File: config.mk
export PLATFORM = sky130hd
export DESIGN_NAME = alu_seq
export DESIGN_NICKNAME = d
export VERILOG_FILES = /design/src/rtl/alu_pkg.sv /design/src/rtl/alu_comb.sv /design/src/rtl/alu_seq.sv
export SDC_FILE = /design/constraint.sdc
export NUM_CORES = 1
export LEC_CHECK = 0
export CAP_MARGIN = 20
export CORE_MARGIN = 1
export CORE_UTILIZATION = 45
export CTS_CLUSTER_SIZE = 10
export DETAILED_ROUTE_END_ITERATION = 8
export DONT_BUFFER_PORTS = 1
export GPL_ROUTABILITY_DRIVEN = 0
export MAX_ROUTING_LAYER = met4
export PLACE_DENSITY = 0.66
export SYNTH_ARGS = -nofsm -noshare
export SYNTH_HDL_FRONTEND = slang
export SYNTH_SLANG_ARGS = --single-unit
File: constraint.sdc
create_clock -name clk -period 7.5 [get_ports clk]
set_clock_uncertainty 0.05 [all_clocks]
set_input_delay 1.125 -clock clk [delete_from_list [all_inputs] [get_ports clk]]
set_output_delay 1.125 -clock clk [all_outputs]
set_load 0.005 [all_outputs]
File: src/rtl/alu_pkg.sv
`default_nettype none
// ============================================================================
// Module      : alu_pkg
// Description : Opcode encodings, FSM state type and helpers shared by the
//               multi-cycle ALU and its combinational core.
// Revision    : 1.0 - initial release
// ============================================================================
package alu_pkg;

    localparam logic [2:0] OP_OR  = 3'b000;
    localparam logic [2:0] OP_ADD = 3'b001;
    localparam logic [2:0] OP_SLL = 3'b010;
    localparam logic [2:0] OP_SRL = 3'b011;
    localparam logic [2:0] OP_SUB = 3'b100;
    localparam logic [2:0] OP_AND = 3'b101;
    localparam logic [2:0] OP_SLT = 3'b110;
    localparam logic [2:0] OP_SRA = 3'b111;

    typedef enum logic [1:0] {
        ST_IDLE  = 2'd0,
        ST_SHIFT = 2'd1,
        ST_DONE  = 2'd2
    } state_t;

    function automatic logic is_shift(input logic [2:0] f_op);
        return (f_op == OP_SLL) || (f_op == OP_SRL) || (f_op == OP_SRA);
    endfunction

endpackage : alu_pkg
`default_nettype wire

File: src/rtl/alu_comb.sv
`default_nettype none
// ============================================================================
// Module      : alu_comb
// Description : Single-cycle ALU ops with Z/N/C/V flags. Shift opcodes pass
//               operand A through (the zero-amount shift case).
// Revision    : 1.0 - initial release
// ============================================================================
module alu_comb
    import alu_pkg::*;
#(
    parameter int WIDTH = 32
) (
    input  logic [2:0]       op,
    input  logic [WIDTH-1:0] a,
    input  logic [WIDTH-1:0] b,
    output logic [WIDTH-1:0] result,
    output logic             zflag,
    output logic             nflag,
    output logic             cflag,
    output logic             vflag
);

    logic [WIDTH:0] w_sum;
    logic [WIDTH:0] w_diff;
    logic           w_add_ovf;
    logic           w_sub_ovf;
    logic           w_less;

    assign w_sum  = {1'b0, a} + {1'b0, b};
    // a + ~b + 1: the carry out is the inverted borrow
    assign w_diff = {1'b0, a} + {1'b0, ~b} + {{WIDTH{1'b0}}, 1'b1};

    assign w_add_ovf = (a[WIDTH-1] == b[WIDTH-1]) && (w_sum[WIDTH-1]  != a[WIDTH-1]);
    assign w_sub_ovf = (a[WIDTH-1] != b[WIDTH-1]) && (w_diff[WIDTH-1] != a[WIDTH-1]);
    assign w_less    = w_diff[WIDTH-1] ^ w_sub_ovf;

    always_comb begin
        result = a;
        cflag  = 1'b0;
        vflag  = 1'b0;
        case (op)
            OP_OR:  result = a | b;
            OP_AND: result = a & b;
            OP_ADD: begin
                result = w_sum[WIDTH-1:0];
                cflag  = w_sum[WIDTH];
                vflag  = w_add_ovf;
            end
            OP_SUB: begin
                result = w_diff[WIDTH-1:0];
                cflag  = w_diff[WIDTH];
                vflag  = w_sub_ovf;
            end
            OP_SLT: result = {{(WIDTH-1){1'b0}}, w_less};
            default: result = a;
        endcase
    end

    assign zflag = (result == '0);
    assign nflag = result[WIDTH-1];

endmodule : alu_comb
`default_nettype wire

File: src/rtl/alu_seq.sv
`default_nettype none
// ============================================================================
// Module      : alu_seq
// Description : Multi-cycle ALU with valid/ready handshakes, a one-bit-per-
//               clock iterative shifter and registered Z/N/C/V flags.
// Revision    : 1.0 - initial release
// ============================================================================
module alu_seq
    import alu_pkg::*;
#(
    parameter int WIDTH   = 32,
    parameter int SHAMT_W = 5
) (
    input  logic             clk,
    input  logic             rst,
    input  logic             in_valid,
    output logic             in_ready,
    input  logic [2:0]       op,
    input  logic [WIDTH-1:0] a,
    input  logic [WIDTH-1:0] b,
    output logic             out_valid,
    input  logic             out_ready,
    output logic [WIDTH-1:0] result,
    output logic             zflag,
    output logic             nflag,
    output logic             cflag,
    output logic             vflag
);

    state_t             r_state;
    state_t             w_next;
    logic [2:0]         r_op;
    logic [WIDTH-1:0]   r_work;
    logic [SHAMT_W-1:0] r_cnt;
    logic [WIDTH-1:0]   r_result;
    logic               r_z, r_n, r_c, r_v;

    logic [SHAMT_W-1:0] w_shamt;
    logic               w_is_shift;
    logic               w_accept;
    logic [WIDTH-1:0]   w_a_shift1;
    logic [WIDTH-1:0]   w_work_shift1;
    logic [WIDTH-1:0]   w_comb_result;
    logic               w_comb_z, w_comb_n, w_comb_c, w_comb_v;

    function automatic logic [WIDTH-1:0] shift1(input logic [2:0] f_op,
                                                input logic [WIDTH-1:0] f_val);
        case (f_op)
            OP_SLL:  return {f_val[WIDTH-2:0], 1'b0};
            OP_SRA:  return {f_val[WIDTH-1], f_val[WIDTH-1:1]};
            default: return {1'b0, f_val[WIDTH-1:1]};
        endcase
    endfunction

    assign w_shamt       = b[SHAMT_W-1:0];
    assign w_is_shift    = is_shift(op);
    assign w_accept      = in_valid && in_ready;
    assign w_a_shift1    = shift1(op, a);
    assign w_work_shift1 = shift1(r_op, r_work);

    alu_comb #(
        .WIDTH (WIDTH)
    ) u_alu_comb (
        .op     (op),
        .a      (a),
        .b      (b),
        .result (w_comb_result),
        .zflag  (w_comb_z),
        .nflag  (w_comb_n),
        .cflag  (w_comb_c),
        .vflag  (w_comb_v)
    );

    always_ff @(posedge clk) begin
        if (rst) begin
            r_state <= ST_IDLE;
        end else begin
            r_state <= w_next;
        end
    end

    always_comb begin
        w_next    = r_state;
        in_ready  = 1'b0;
        out_valid = 1'b0;
        case (r_state)
            ST_IDLE: begin
                in_ready = !rst;
                if (in_valid) begin
                    w_next = (w_is_shift && (w_shamt > SHAMT_W'(1))) ? ST_SHIFT : ST_DONE;
                end
            end
            ST_SHIFT: begin
                if (r_cnt == SHAMT_W'(1)) begin
                    w_next = ST_DONE;
                end
            end
            ST_DONE: begin
                out_valid = 1'b1;
                if (out_ready) begin
                    w_next = ST_IDLE;
                end
            end
            default: w_next = ST_IDLE;
        endcase
    end

    // The first shift is taken in the accepting cycle, so the counter holds
    // the shifts still outstanding and latency comes out at max(shamt,1).
    always_ff @(posedge clk) begin
        if (rst) begin
            r_op     <= OP_OR;
            r_work   <= '0;
            r_cnt    <= '0;
            r_result <= '0;
            r_z      <= 1'b0;
            r_n      <= 1'b0;
            r_c      <= 1'b0;
            r_v      <= 1'b0;
        end else begin
            case (r_state)
                ST_IDLE: begin
                    if (w_accept) begin
                        r_op <= op;
                        if (w_is_shift && (w_shamt > SHAMT_W'(1))) begin
                            r_work <= w_a_shift1;
                            r_cnt  <= w_shamt - SHAMT_W'(1);
                        end else if (w_is_shift && (w_shamt == SHAMT_W'(1))) begin
                            r_result <= w_a_shift1;
                            r_z      <= (w_a_shift1 == '0);
                            r_n      <= w_a_shift1[WIDTH-1];
                            r_c      <= 1'b0;
                            r_v      <= 1'b0;
                        end else begin
                            r_result <= w_comb_result;
                            r_z      <= w_comb_z;
                            r_n      <= w_comb_n;
                            r_c      <= w_comb_c;
                            r_v      <= w_comb_v;
                        end
                    end
                end
                ST_SHIFT: begin
                    r_work <= w_work_shift1;
                    r_cnt  <= r_cnt - SHAMT_W'(1);
                    if (r_cnt == SHAMT_W'(1)) begin
                        r_result <= w_work_shift1;
                        r_z      <= (w_work_shift1 == '0);
                        r_n      <= w_work_shift1[WIDTH-1];
                        r_c      <= 1'b0;
                        r_v      <= 1'b0;
                    end
                end
                default: ;
            endcase
        end
    end

    assign result = r_result;
    assign zflag  = r_z;
    assign nflag  = r_n;
    assign cflag  = r_c;
    assign vflag  = r_v;

endmodule : alu_seq
`default_nettype wire

==> qor.yml <==
leakage_nw: 4.224
power_frac_seq: 0.303
maxCapViolCount: 0
syn_nets: 1753
core-area_mm2: 0.02264
cts_setup_buffers: 0
crit_family: "compound AO/OA/AOI/OAI gates"
yosysTopAreaCell: "dfxtp_1"
cp.arrival_ns: 6.07
crit_fanout: 12
syn2layout_area_growth_pct: 3.486
clkSinkCount: 77
synth-adder-area-share: 0.1385
yosysSeqAreaShare: 0.1486
die-area_mm2: 0.02366
path_class: "in -> reg"
fin_setup_tns_ns: 0
finalNetCount: 1670
synth.top_cells.by_count: "219 x nor2_1, 182 x a21oi_1, 164 x nand2_1"
start_util: 0.4582
endpoint: "zflag"
synth_seq_cells: 77
reg2regPathDepth: 8
die_w_um: 153.8
synth_top_family_by_area: "compound AO/OA/AOI/OAI gates"
grt_pass1_vias: 10698
synth_top_flop_cell: "dfxtp_1"
post-route-period-util: 0.7767
cts-root-buf: "clkbuf_16"
synthSimpleGateAreaFrac: 0.2735
critPathLaunch: "a[6]"
fin_area_mm2: 0.01074
hold_class: "reg -> reg"
synth_area_leaders: "dfxtp_1 15%, ha_1 13%, a21oi_1 8.8%"
synth.most_common_cell: "nor2_1"
rsz0062_at_grt: "no"
p_per_area_mw_per_mm2: 146.9
syn_area_mm2: 0.01037
synth_edf_count: 0
synth_cells: 1569
crit_slowest_cell: "ha_1"
path_buf_inv: 1
intPower_uw: 933.9
detail-route-antenna-nets: 0
outcome: "complete, no violations"
crit_path_end_kind: "register"
grt_antenna_before_repair: 1
drt_wl_total_mm: 39.57
io_pins: 109
drive_above_1_share: 0.04494
clkTransAtPathRegs_ns: 0.06
final.setup.worst_slack_ns: 1.675
muxShareOfSynthArea: 0.01496
setup_viol: 0
vias_per_cell: 6.618
n_fill_cell: 2316
postSynth.asyncResetShare: 0
grt_pass1_wl_mm: 60.49
post-place-ws_ns: 1.475
cts.htree.levels: 3
r2r_start: "r_state[0]"
cp.depth: 26
dpl.hpwl_mm: 29.86
drtPass1Iterations: 8
wl_per_cell_um: 22.26
reg2reg_slack_ns: 4.70
grt_max_degree: 81
drt_iter0_drc: 1511
synthXorXnorAreaFrac: 0.02702
crit_required_ns: 7.74
postSynthAreaPerCell_um2: 6.612
post-route-min-period_ns: 5.825
dpl-instance-area_mm2: 0.01042
grt-ovfl-total: 0
clockBufferDepth: 2
netSwitchingFraction: 0.4078
power_mw: 1.577
netlist.area_leader.share: 0.1486
slew-limit-headroom: 0.3432
fmax_ghz: 0.1717
grt_usage: 0.3355
yosysWarningCount: 0
cp_slowest_stage_delay_ns: 0.46
clock_latency_ns: 0.34
multiInputGateArea_mm2: 0.008024
report.final.slew_viol_count: 0
clockPowerShare: 0.268
die_h_um: 153.8
seq_area_mm2: 0.001541
cts_tree: "yes"
peakVddDrop_mv: 0.09502
synth_compound_gate_area_share: 0.3173
worst_pin_slew_ns: 0.9851
vias: 11766
start_kind: "input port"
cts_made_buffers: 9
drcViolationCount: 0
switchingPower_uw: 643.1
reg2reg_to: "result[14]"
finalHoldViolations: 0
cts-resized-gates: 0
yosysUniqueCellTypes: 91
port_buffers: 0
comb_power_share: 0.429
rows: 55
holdBufCountCts: 0
==> power by group through the flow <==
stage	clock (mW)	sequential (mW)	combinational [mW]
3_5_place_dp	0	0.487	0.648
3_3_place_gp	0	0.486	0.646
2_1_floorplan	0	0.473	0.511
6_report	0.422	0.479	0.676
4_1_cts	0.427	0.478	0.652
5_1_grt	0.452	0.483	0.732
==> kinds of logic after synthesis <==
| kind of cell | after synthesis |
|---|---|
| AOI/OAI and AO/OA | 502 |
| xor gates and xnor gates | 32 |
| and+or+nand+nor | 618 |
| DFF | 77 |
| adders and majority gates | 113 |
| buffers and inverters | 213 |
| muxes | 14 |
==> worst min path at each step <==
| stage | from | endpoint | slack (ns) | cells after the start |
|---|---|---|---|---|
| final | r_cnt[1] | r_cnt[1] | 0.42 | 2 |
| after global routing | r_cnt[1] | r_cnt[1] | 0.43 | 2 |
| after CTS | r_cnt[1] | r_cnt[1] | 0.41 | 2 |
| after detailed placement | r_cnt[1] | r_cnt[1] | 0.41 | 2 |
| after global placement | r_cnt[1] | r_cnt[1] | 0.40 | 2 |
| after floorplan | r_cnt[1] | r_cnt[1] | 0.40 | 2 |
==> sequential cells by signal, indices dropped and copies added, names as in the netlist <==
name     cells
r_state      2
vflag        1
r_cnt        5
cflag        1
r_work      32
result      32
r_op         3
zflag        1
==> cells in the final DEF (no fill, tap or decap), types with 9 or more instances in the layout <==
master	n
buf_4	15
inv_1	101
nor2_1	216
a31oi_1	15
a211oi_1	40
o211ai_1	24
clkbuf_16	9
o221ai_1	9
nor4_1	26
dfxtp_1	77
nor3_1	79
o22ai_1	36
o21bai_1	9
nand3_1	28
o21ai_0	69
xnor2_1	27
nand2_1	164
nor2b_1	10
nand4_1	18
o31ai_1	15
a21oi_1	182
ha_1	110
or3_1	9
nand2b_1	19
mux2i_1	11
==> layout make-up <==
type,count,share of cell area
antenna,2,0.0004662
clock buffer,13,0.02517
clock inverter,3,0.001748
inverter,103,0.03601
multi-input combinational,1279,0.7474
sequential,77,0.1436
tap,285,0.03322
timing repair buffer,16,0.01235
==> stage by stage <==
stage,cells,utilization,hold WS [ns]
floorplan,1569,-,0.3950
global placement,1759,0.4603,0.4007
detailed placement,1759,0.4603,0.4062
CTS,1775,0.4731,0.4134
global route,1777,0.4741,0.4336
finish,1778,0.4742,0.4151
==> layer usage <==
layer  wire (µm)  track usage  up-vias
li1            -            -     5470
met1       16220       0.4383     5442
met2       16510       0.4825      723
met3        5003      0.08681      131
met4        1840       0.1486        0
met5           0            -        -
==> worst reg2reg max path, stage by stage (launching register included) <==
cell     delay [ns]
dfxtp_1        0.49
inv_1          0.15
nor2_2         0.49
buf_4          0.43
nor2_1         0.29
nor2_1         0.16
a21oi_1        0.06
nor3_1         0.46
nor3_1         0.09
(Power assumes the default switching activity.)
